### config.mk
export PLATFORM = sky130hd
export DESIGN_NAME = irq_ctrl_flat
export DESIGN_NICKNAME = d
export VERILOG_FILES = /design/src/rtl/irq_ctrl_if.sv /design/src/rtl/irq_ctrl.sv /design/src/flat_wrapper.sv
export SDC_FILE = /design/constraint.sdc
export NUM_CORES = 1
export LEC_CHECK = 0
export ABC_AREA = 1
export BUFFER_PORTS_ARGS = -buffer_cell sky130_fd_sc_hd__buf_2
export CAP_MARGIN = 20
export CORE_ASPECT_RATIO = 0.6
export CORE_MARGIN = 3
export CORE_UTILIZATION = 50
export DETAILED_ROUTE_END_ITERATION = 16
export GPL_TIMING_DRIVEN = 0
export PLACE_DENSITY = 0.82
export SLEW_MARGIN = 20
export SYNTH_ARGS = -nofsm -noshare
export SYNTH_HDL_FRONTEND = slang
export SYNTH_SLANG_ARGS = --single-unit
### constraint.sdc
create_clock -name clk -period 4.08 [get_ports clk]
set_input_delay 0.204 -clock clk [delete_from_list [all_inputs] [get_ports clk]]
set_output_delay 0.204 -clock clk [all_outputs]
set_load 0.05 [all_outputs]
### src/rtl/irq_ctrl_if.sv
// Core load/store bus as seen by a memory-mapped peripheral.
// Ports: addr/wr/din driven by the core (master), dout returned by the peripheral (slave).
interface irq_ctrl_if;
  logic [15:0] addr;
  logic        wr;
  logic [15:0] din;
  logic [15:0] dout;

  modport master (
    output addr,
    output wr,
    output din,
    input  dout
  );

  modport slave (
    input  addr,
    input  wr,
    input  din,
    output dout
  );
endinterface

### src/rtl/irq_ctrl.sv
// Interrupt controller: PEND/ENABLE/CLAIM/EOI at BASE_ADDR..+3, drives irq/irq_id.
// Ports: clk, rst (sync high), bus (irq_ctrl_if.slave), src, irq, irq_id. Macro: IRQ_CTRL_LEVEL_EN.
module irq_ctrl #(
  parameter int          NUM_SRC   = 8,
  parameter logic [15:0] BASE_ADDR = 16'hFFF0
) (
  input  logic               clk,
  input  logic               rst,
  irq_ctrl_if.slave          bus,
  input  logic [NUM_SRC-1:0] src,
  output logic               irq,
  output logic [7:0]         irq_id
);

  localparam logic [1:0] S_IDLE = 2'd0;
  localparam logic [1:0] S_REQ  = 2'd1;
  localparam logic [1:0] S_SVC  = 2'd2;

  localparam logic [1:0] R_PEND  = 2'd0;
  localparam logic [1:0] R_EN    = 2'd1;
  localparam logic [1:0] R_CLAIM = 2'd2;
  localparam logic [1:0] R_EOI   = 2'd3;

  logic [1:0]         state;
  logic [NUM_SRC-1:0] pend;
  logic [NUM_SRC-1:0] en;
  logic [NUM_SRC-1:0] pend_nxt;
  logic [NUM_SRC-1:0] req;
  logic [NUM_SRC-1:0] id_oh;
  logic [7:0]         win;
  logic [15:0]        off;
  logic               hit;
  logic [1:0]         sel;
  logic               pend_wr;
  logic               en_wr;
  logic               claim_wr;
  logic               eoi_wr;
  logic               live;
  logic               in_svc;

  // Upper data bits are never stored
  wire unused_din = ^bus.din;

  // Address decode: offset wraps, so anything below BASE_ADDR misses too
  assign off = bus.addr - BASE_ADDR;
  assign hit = (off[15:2] == 14'd0);
  assign sel = off[1:0];

  assign pend_wr  = bus.wr && hit && (sel == R_PEND);
  assign en_wr    = bus.wr && hit && (sel == R_EN);
  assign claim_wr = bus.wr && hit && (sel == R_CLAIM);
  assign eoi_wr   = bus.wr && hit && (sel == R_EOI);

  assign in_svc = (state == S_SVC);
  assign req    = pend & en;

  // Lowest index wins
  always_comb begin
    win = 8'd0;
    for (int i = NUM_SRC - 1; i >= 0; i--) begin
      if (req[i]) win = 8'(i);
    end
  end

  always_comb begin
    id_oh = '0;
    for (int i = 0; i < NUM_SRC; i++) begin
      id_oh[i] = (irq_id == 8'(i));
    end
  end

`ifdef IRQ_CTRL_LEVEL_EN
  // Level mode: pending mirrors the sources, clears have no effect
  assign pend_nxt = src;
`else
  logic [NUM_SRC-1:0] src_q;
  logic [NUM_SRC-1:0] set_v;
  logic [NUM_SRC-1:0] clr_v;
  logic [NUM_SRC-1:0] claim_m;

  always_ff @(posedge clk) begin
    if (rst) src_q <= '0;
    else     src_q <= src;
  end

  assign set_v   = src & ~src_q;
  assign claim_m = (claim_wr && state == S_REQ) ? id_oh : '0;

  always_comb begin
    clr_v = claim_m;
    if (pend_wr) clr_v = clr_v | bus.din[NUM_SRC-1:0];
  end

  // Set wins over a same-cycle clear
  assign pend_nxt = (pend & ~clr_v) | set_v;
`endif

  // Request is withdrawn once its pending bit is going away;
  // enable is the value before any write in this cycle
  assign live = |(pend_nxt & en & id_oh);

  always_ff @(posedge clk) begin
    if (rst) begin
      pend   <= '0;
      en     <= '0;
      state  <= S_IDLE;
      irq    <= 1'b0;
      irq_id <= 8'd0;
    end else begin
      pend <= pend_nxt;
      if (en_wr) en <= bus.din[NUM_SRC-1:0];
      case (state)
        S_IDLE: begin
          if (|req) begin
            state  <= S_REQ;
            irq    <= 1'b1;
            irq_id <= win;
          end
        end
        S_REQ: begin
          if (claim_wr) begin
            state <= S_SVC;
            irq   <= 1'b0;
          end else if (!live) begin
            state <= S_IDLE;
            irq   <= 1'b0;
          end
        end
        S_SVC: begin
          if (eoi_wr) state <= S_IDLE;
        end
        default: begin
          state <= S_IDLE;
          irq   <= 1'b0;
        end
      endcase
    end
  end

  always_comb begin
    bus.dout = 16'h0000;
    if (hit) begin
      case (sel)
        R_PEND:  bus.dout = 16'(pend);
        R_EN:    bus.dout = 16'(en);
        R_CLAIM: bus.dout = {irq, in_svc, 6'b0, irq_id};
        R_EOI:   bus.dout = 16'h0000;
        default: bus.dout = 16'h0000;
      endcase
    end
  end

endmodule
### src/flat_wrapper.sv
// flat-port wrapper written by rule: the top's interface ports become plain ports
module irq_ctrl_flat 
#(
  parameter int          NUM_SRC   = 8,
  parameter logic [15:0] BASE_ADDR = 16'hFFF0
)
  (clk, rst, src, irq, irq_id, bus_addr, bus_wr, bus_din, bus_dout);
  irq_ctrl_if bus_i ();
  input  logic clk;
  input  logic rst;
  input  logic [NUM_SRC-1:0] src;
  output logic irq;
  output logic [7:0] irq_id;
  input wire logic [$bits(bus_i.addr)-1:0] bus_addr;
  input wire logic [$bits(bus_i.wr)-1:0] bus_wr;
  input wire logic [$bits(bus_i.din)-1:0] bus_din;
  output wire logic [$bits(bus_i.dout)-1:0] bus_dout;
  assign bus_i.addr = bus_addr;
  assign bus_i.wr = bus_wr;
  assign bus_i.din = bus_din;
  assign bus_dout = bus_i.dout;
  irq_ctrl #(.NUM_SRC(NUM_SRC), .BASE_ADDR(BASE_ADDR)) u_core (.clk(clk), .rst(rst), .bus(bus_i), .src(src), .irq(irq), .irq_id(irq_id));
endmodule
==> results of run 1 <==
-- routing by layer --
layer / vias to the layer above / global-route usage, %
li1: 1112 / -
met1: 931 / 34.62
met2: 151 / 35.50
met3: 16 / 6.361
met4: 0 / 8.673
met5: - / 0
-- cell families after synthesis --
family / Yosys count / share of synthesized area (%)
flip-flops: 30 / 30.13
AND/OR/NAND/NOR: 172 / 41.12
other: 1 / 0.1881
buffers and inverters: 68 / 16.63
AO/OA/AOI/OAI: 40 / 11.93
-- final timing paths --
| check | startpoint | endpoint | slack [ns] |
|---|---|---|---|
| setup reg to reg | u_core.irq_id[0] | u_core.irq | 2.20 |
| hold / removal | src[7] | u_core.src_q[7] | 0.13 |
| hold reg to reg | u_core.irq | u_core.irq | 0.48 |
| setup / recovery | u_core.irq_id[0] | u_core.irq | 2.20 |
-- report_power, final --
part           switching, mW  internal (mW)
Clock                  0.111          0.136
Sequential            0.0131          0.305
Combinational         0.0746         0.0423
-- cell usage after synthesis, types with 3 or more instances --
| library cell | number | area share [%] |
|---|---|---|
| inv_1 | 34 | 6.4 |
| dfxtp_1 | 30 | 30 |
| a211oi_1 | 12 | 4.5 |
| buf_6 | 3 | 1.7 |
| buf_4 | 14 | 5.3 |
| nor2_1 | 41 | 7.7 |
| inv_2 | 6 | 1.1 |
| nor2_2 | 4 | 1.3 |
| o21ai_0 | 8 | 2.0 |
| nand2_1 | 72 | 14 |
| or2_2 | 8 | 2.5 |
| a21oi_1 | 17 | 4.3 |
| nor3_1 | 12 | 3.0 |
| clkbuf_1 | 3 | 0.56 |
| nand2_2 | 4 | 1.3 |
| nand4_1 | 17 | 5.3 |
| clkinv_1 | 7 | 1.3 |
| nor4_1 | 8 | 2.5 |
-- flip-flops by register name (all words and copies together), names as in the netlist --
name,flops
u_core.en,8
u_core.pend,8
u_core.src_q,8
u_core.irq_id,3
u_core.state,2
u_core.irq,1
-- worst min-delay path, stage by stage --
cell and delay, ns:
buf_2 0.07, inv_1 0.03, nor2_1 0.06
-- layout make-up --
cell class                 instances  area, µm²  share of cell area [%]
multi-input combinational        223       1099                   45.56
sequential                        30      600.6                   24.91
timing repair buffer              46      230.2                   9.549
inverter                          47      176.4                   7.317
buffer                            21      155.1                   6.435
clock buffer                       7      86.33                   3.581
tap                               47      58.81                   2.439
clock inverter                     1      5.005                  0.2076
-- through the flow --
| step | instances | utilization, % | total power, mW |
|---|---|---|---|
| 3_5_place_dp | 414 | 61.97 | 0.4385 |
| 3_3_place_gp | 414 | 61.97 | 0.4352 |
| 4_1_cts | 422 | 64.41 | 0.6829 |
| 2_1_floorplan | 321 | - | 0.4041 |
| 6_report | 422 | 64.41 | 0.6814 |
| 5_1_grt | 422 | 64.41 | 0.7108 |
==> out/results.txt, run 1 <==
Row count -> 17
Area grow syn2layout -> 20.97%
Hold Vio Cnt, Final -> 0
Hold_ws -> 0.1296 ns
Post-place instance area -> 2320 µm²
WS Path Type -> reg -> reg
Final setup fails -> 0
Worst Skew -> 0.003703 ns
Worst hold-check path type -> in -> reg
Yosys Warn Count -> 0
Commonest non-fill, non-tap cells in the layout -> nand2_1 (72), buf_2 (47), nor2_1 (41), inv_1 (34), dfxtp_1 (30)
Die Wd -> 87.51 µm
Async SR Flop Fraction -> 0%
Worst hold path stage count -> 3
CTS Root Buffer Type -> clkbuf_8
Seq cells post-synth -> 30
Gr usage total -> 24.32%
CP Depth -> 14
WL/cell -> 13.40 µm
Initial antenna violation count -> 0
Number of H-tree levels -> 2
DRC viols -> 0
Status -> finished clean
Final instance area -> 2411 µm²
Initial Utilization -> 53.24%
Pre-CTS setup slack -> 2.190 ns
Core ar. -> 3744 µm²
Fin crit period -> 1.883 ns
WL met1 -> 2417 µm
I/O pin total -> 68
Total congestion overflow -> 0
Setup Buffers After CTS -> 0
Critical Path Slowest Stage Cell -> dfxtp_1
Worst Path Max Fanout -> 10
RD Place Congestion -> 0.9221
Post-route ant nets -> 0
Clk buf depth -> 2
Setup tns final -> 0 ns
Worst-Skew Late Latency -> 0.28 ns
Syn Std Cell Area -> 1993 µm²
Top Metal Used -> met4
Total CTS buffers -> 5
Met2 wire len -> 2303 µm
Most common cell after layout, fill and taps aside -> nand2_1
DR vias/cell -> 5.237
Ys flop type -> dfxtp_1
RSZ-0062 raised after global routing -> no
Share of layout cells above drive strength 1 -> 26.13%
Die Y -> 54.91 µm
Filler cells -> 363
# diodes -> 0
Cell mode on critical path -> nand2_1
Delay-heaviest family, CP -> simple AND/OR/NAND/NOR gates
Cell depth of the worst flop-to-flop path -> 14
WP data required -> 4.23 ns
Fmax -> 0.5312 GHz
Crit path capture type -> flip-flop
CTS resizes -> 0
Via total after detailed routing -> 2,210
Max-cap violations -> 0
Leakage power -> 1.203 nW
Port bufs -> 46
CTS tree -> built
Cell variety after synth -> 27
Sequential share of the synthesized area -> 30.13%
Synthesized area per cell -> 6.409 µm²
Post-synth EDFFs -> 0
VDD IR-drop max -> 0.2151 mV
First-pass GRT wire length -> 8756 µm
Fin worst setup slack -> 2.197 ns
Fin crit share -> 46.14%
Pwr/cell area -> 282.6 nW/µm²
Crit path cell chain -> buf_6 > inv_1 > nor3_1 > nand4_1 > nand3_1 > nand2_1 > nand2_1 > nand2_1 > nor2_1 > nand2_1 > nand2_2 > nand2_1 > nand2_1 > a21oi_1
First DRT Iteration DRCs -> 307
Fin nets -> 417
TritonCTS Sinks -> 30
Die area -> 4805 µm²
Clk slew on worst S/H paths -> 0.06 ns
CP peak stage delay -> 0.35 ns
Data arrival time of the critical path -> 2.03 ns
Crit path buffers/inverters -> 2
Pre-antenna DRT Iters -> 5
DR WL met3 -> 834 µm
Post-DP HPWL -> 4324 µm
Slew Viols, Final -> 0
Syn Inst Count -> 311
Crit path launch type -> flip-flop
Hold-fix buffers, CTS -> 0
Vias in the first global route -> 1,880
Routed WL -> 5653 µm
Largest net degree at the start of global routing -> 11
(Power assumes the default switching activity.)
==> inputs of run 2 (changes only) <==
clock period = 1.8 ns   (was 4.08 ns; I/O delays follow)
==> run 2 against run 1 <==
The run now ends with setup timing left. Cell area increased by 9.7%. Sequential share of layout area decreased by 1.9 points. Total power increased to 2.8 times the previous value. Register-to-register slack got worse by 2.3 ns. Largest power group is now the clock network. Setup slack got worse by 2.3 ns.
==> out/results.txt, run 2 (synthesized netlist as in run 1, its figures left out) <==
Biggest regs -> u_core.en x8, u_core.pend x8, u_core.src_q x8 (unchanged)
Core ar. -> 3744 µm² (unchanged)
Initial antenna violation count -> 0 (unchanged)
Hold-fix buffers, CTS -> 0 (unchanged)
Die Y -> 54.91 µm (unchanged)
Share of layout cells above drive strength 1 -> 34.63% (was 26.13%)
Failing checks -> setup timing
Net load switching power -> 0.4960 mW (was 0.1982 mW)
Total CTS buffers -> 5 (unchanged)
Pwr Total -> 1.884 mW (was 0.6814 mW)
Clk slew on worst S/H paths -> 0.07 ns (was 0.06 ns)
Hold_ws -> 0.005898 ns (was 0.1296 ns)
Cell depth of the worst flop-to-flop path -> 14 (unchanged)
Final setup fails -> 3 (was 0)
Met2 Track Usage GR -> 42.63% (was 35.50%)
Pwr/cell area -> 712.4 nW/µm² (was 282.6 nW/µm²)
Cells after DPL -> 414 (unchanged)
First-pass GRT wire length -> 9542 µm (was 8756 µm)
WS Path Type -> reg -> reg (unchanged)
Crit path capture type -> flip-flop (unchanged)
Fin nets -> 429 (was 417)
Number of H-tree levels -> 2 (unchanged)
Pre-antenna DRT Iters -> 5 (unchanged)
Fin cells -> 434 (was 422)
WP data required -> 2.02 ns (was 4.23 ns)
FF-to-FF Start -> u_core.irq_id[2] (was u_core.irq_id[0])
Most common cell after layout, fill and taps aside -> nand2_1 (unchanged)
Hold Startpoint -> src[1] (was src[7])
Final instance area -> 2645 µm² (was 2411 µm²)
WL/cell -> 14.68 µm (was 13.40 µm)
Largest net degree at the start of global routing -> 11 (unchanged)
VDD IR-drop max -> 0.4634 mV (was 0.2151 mV)
Port bufs -> 46 (unchanged)
Pint -> 1.388 mW (was 0.4831 mW)
Fin worst setup slack -> -0.09571 ns (was 2.197 ns)
Commonest non-fill, non-tap cells in the layout -> nand2_1 (67), buf_2 (47), nor2_1 (39), inv_1 (32), buf_4 (28) (was nand2_1 (72), buf_2 (47), nor2_1 (41), inv_1 (34), dfxtp_1 (30))
Pre-CTS setup slack -> -0.04287 ns (was 2.190 ns)
Max-cap violations -> 0 (unchanged)
Row count -> 17 (unchanged)
Worst-Skew Late Latency -> 0.29 ns (was 0.28 ns)
Net Sw Frac -> 26.32% (was 29.09%)
Crit path launch -> u_core.irq_id[2] (was u_core.irq_id[0])
Register-to-register setup slack -> -0.1 ns (was 2.20 ns)
Clock Power Share -> 46.3% (was 36.2%)
DR vias/cell -> 5.355 (was 5.237)
Routing usage on met1 -> 36.31% (was 34.62%)
Leakage power -> 1.306 nW (was 1.203 nW)
CTS tree -> built (unchanged)
Data arrival time of the critical path -> 2.12 ns (was 2.03 ns)
Crit path launch type -> flip-flop (unchanged)
Fmax -> 0.5275 GHz (was 0.5312 GHz)
Worst hold-check path type -> in -> reg (unchanged)
Post-place instance area -> 2338 µm² (was 2320 µm²)
CTS Root Buffer Type -> clkbuf_8 (unchanged)
Routed WL -> 6372 µm (was 5653 µm)
Hold Vio Cnt, Final -> 0 (unchanged)
Post-DP HPWL -> 4575 µm (was 4324 µm)
I/O pin total -> 68 (unchanged)
Post-layout util -> 70.66% (was 64.41%)
RSZ-0062 raised after global routing -> yes (was no)
Vias in the first global route -> 1,996 (was 1,880)
Clk buf depth -> 2 (unchanged)
RD Place Congestion -> 0.9432 (was 0.9221)
Area grow syn2layout -> 32.71% (was 20.97%)
Initial Utilization -> 53.24% (unchanged)
Die Wd -> 87.51 µm (unchanged)
Fin crit period -> 1.896 ns (was 1.883 ns)
Via total after detailed routing -> 2,324 (was 2,210)
# diodes -> 0 (unchanged)
Slew Viols, Final -> 0 (unchanged)
First DRT Iteration DRCs -> 357 (was 307)
Status -> finished with violations (was finished clean)
Worst Skew -> 0.005795 ns (was 0.003703 ns)
Combinational power share -> 15.5% (was 17.2%)
Fin crit share -> 105.3% (was 46.14%)
R2R Path End -> u_core.state[1] (was u_core.irq)
Worst Path Max Fanout -> 6 (was 10)
Setup tns final -> -0.1373 ns (was 0 ns)
TritonCTS Sinks -> 30 (unchanged)
Die area -> 4805 µm² (unchanged)
CP endpoint -> u_core.state[1] (was u_core.irq)
Gr usage total -> 26.51% (was 24.32%)
Total congestion overflow -> 0 (unchanged)
GRT met3 Usage -> 6.065% (was 6.361%)
DRC viols -> 0 (unchanged)
Grt peak-use layer -> met2 (unchanged)
Post-route ant nets -> 0 (unchanged)
Flop pwr share -> 38.2% (was 46.7%)
-- run 2: cell types whose count changed in the layout (fill, tap and decap cells not counted), sizes merged --
| cell | delta |
|---|---|
| buf | +12 |
| bufinv | +2 |
| clkbuf | -1 |
| clkinv | -1 |
| clkinvlp | +2 |
| inv | -2 |
-- run 2: final cells by class --
class | count | area (µm²)
multi-input combinational | 223 | 1182
fill | 336 | 1099
sequential | 30 | 609.3
timing repair buffer | 60 | 335.3
inverter | 47 | 183.9
buffer | 19 | 132.6
clock buffer | 6 | 82.58
clock inverter | 2 | 60.06
tap | 47 | 58.81
-- run 2: routing by layer --
layer	routed length (µm)	vias up
li1	-	1133
met1	2723	1018
met2	2720	149
met3	794	24
met4	134	0
met5	0	-
-- run 2: critical path, stage by stage (launching register included) --
cell and delay (ns):
dfxtp_4 0.37, clkinvlp_4 0.18, nor3_2 0.21, nand4_1 0.13, nand3_2 0.11, nand2_2 0.07
nand2_2 0.07, nand2_2 0.07, nor2_2 0.11, nand2_1 0.07, nand2_2 0.11, nand2_2 0.08
nand2_1 0.08, nand2_1 0.05, nor2_1 0.11
-- run 2: how the worst min path moves through the flow --
stage | endpoint | slack (ns) | depth (start not counted)
global route | u_core.en[2] | 0.03 | 2
floorplan | u_core.src_q[0] | 0.21 | 2
finish | u_core.src_q[1] | 0.006 | 3
CTS | u_core.src_q[1] | 0.01 | 3
global placement | u_core.src_q[4] | 0.30 | 3
detailed placement | u_core.src_q[1] | 0.31 | 3
-- run 2: repair_timing --
action,CTS,global route
endpoints found under the setup margin,2,4
pin swaps,2,12
resized for setup,6,15
cloned,0,0
setup buffers,13,1
-- run 2: power by group through the flow --
stage	sequential, mW	clock (mW)	combinational [mW]
4_1_cts	0.720	0.869	0.277
3_5_place_dp	0.734	0	0.262
5_1_grt	0.722	0.901	0.322
6_report	0.720	0.873	0.292
2_1_floorplan	0.724	0	0.194
3_3_place_gp	0.733	0	0.255
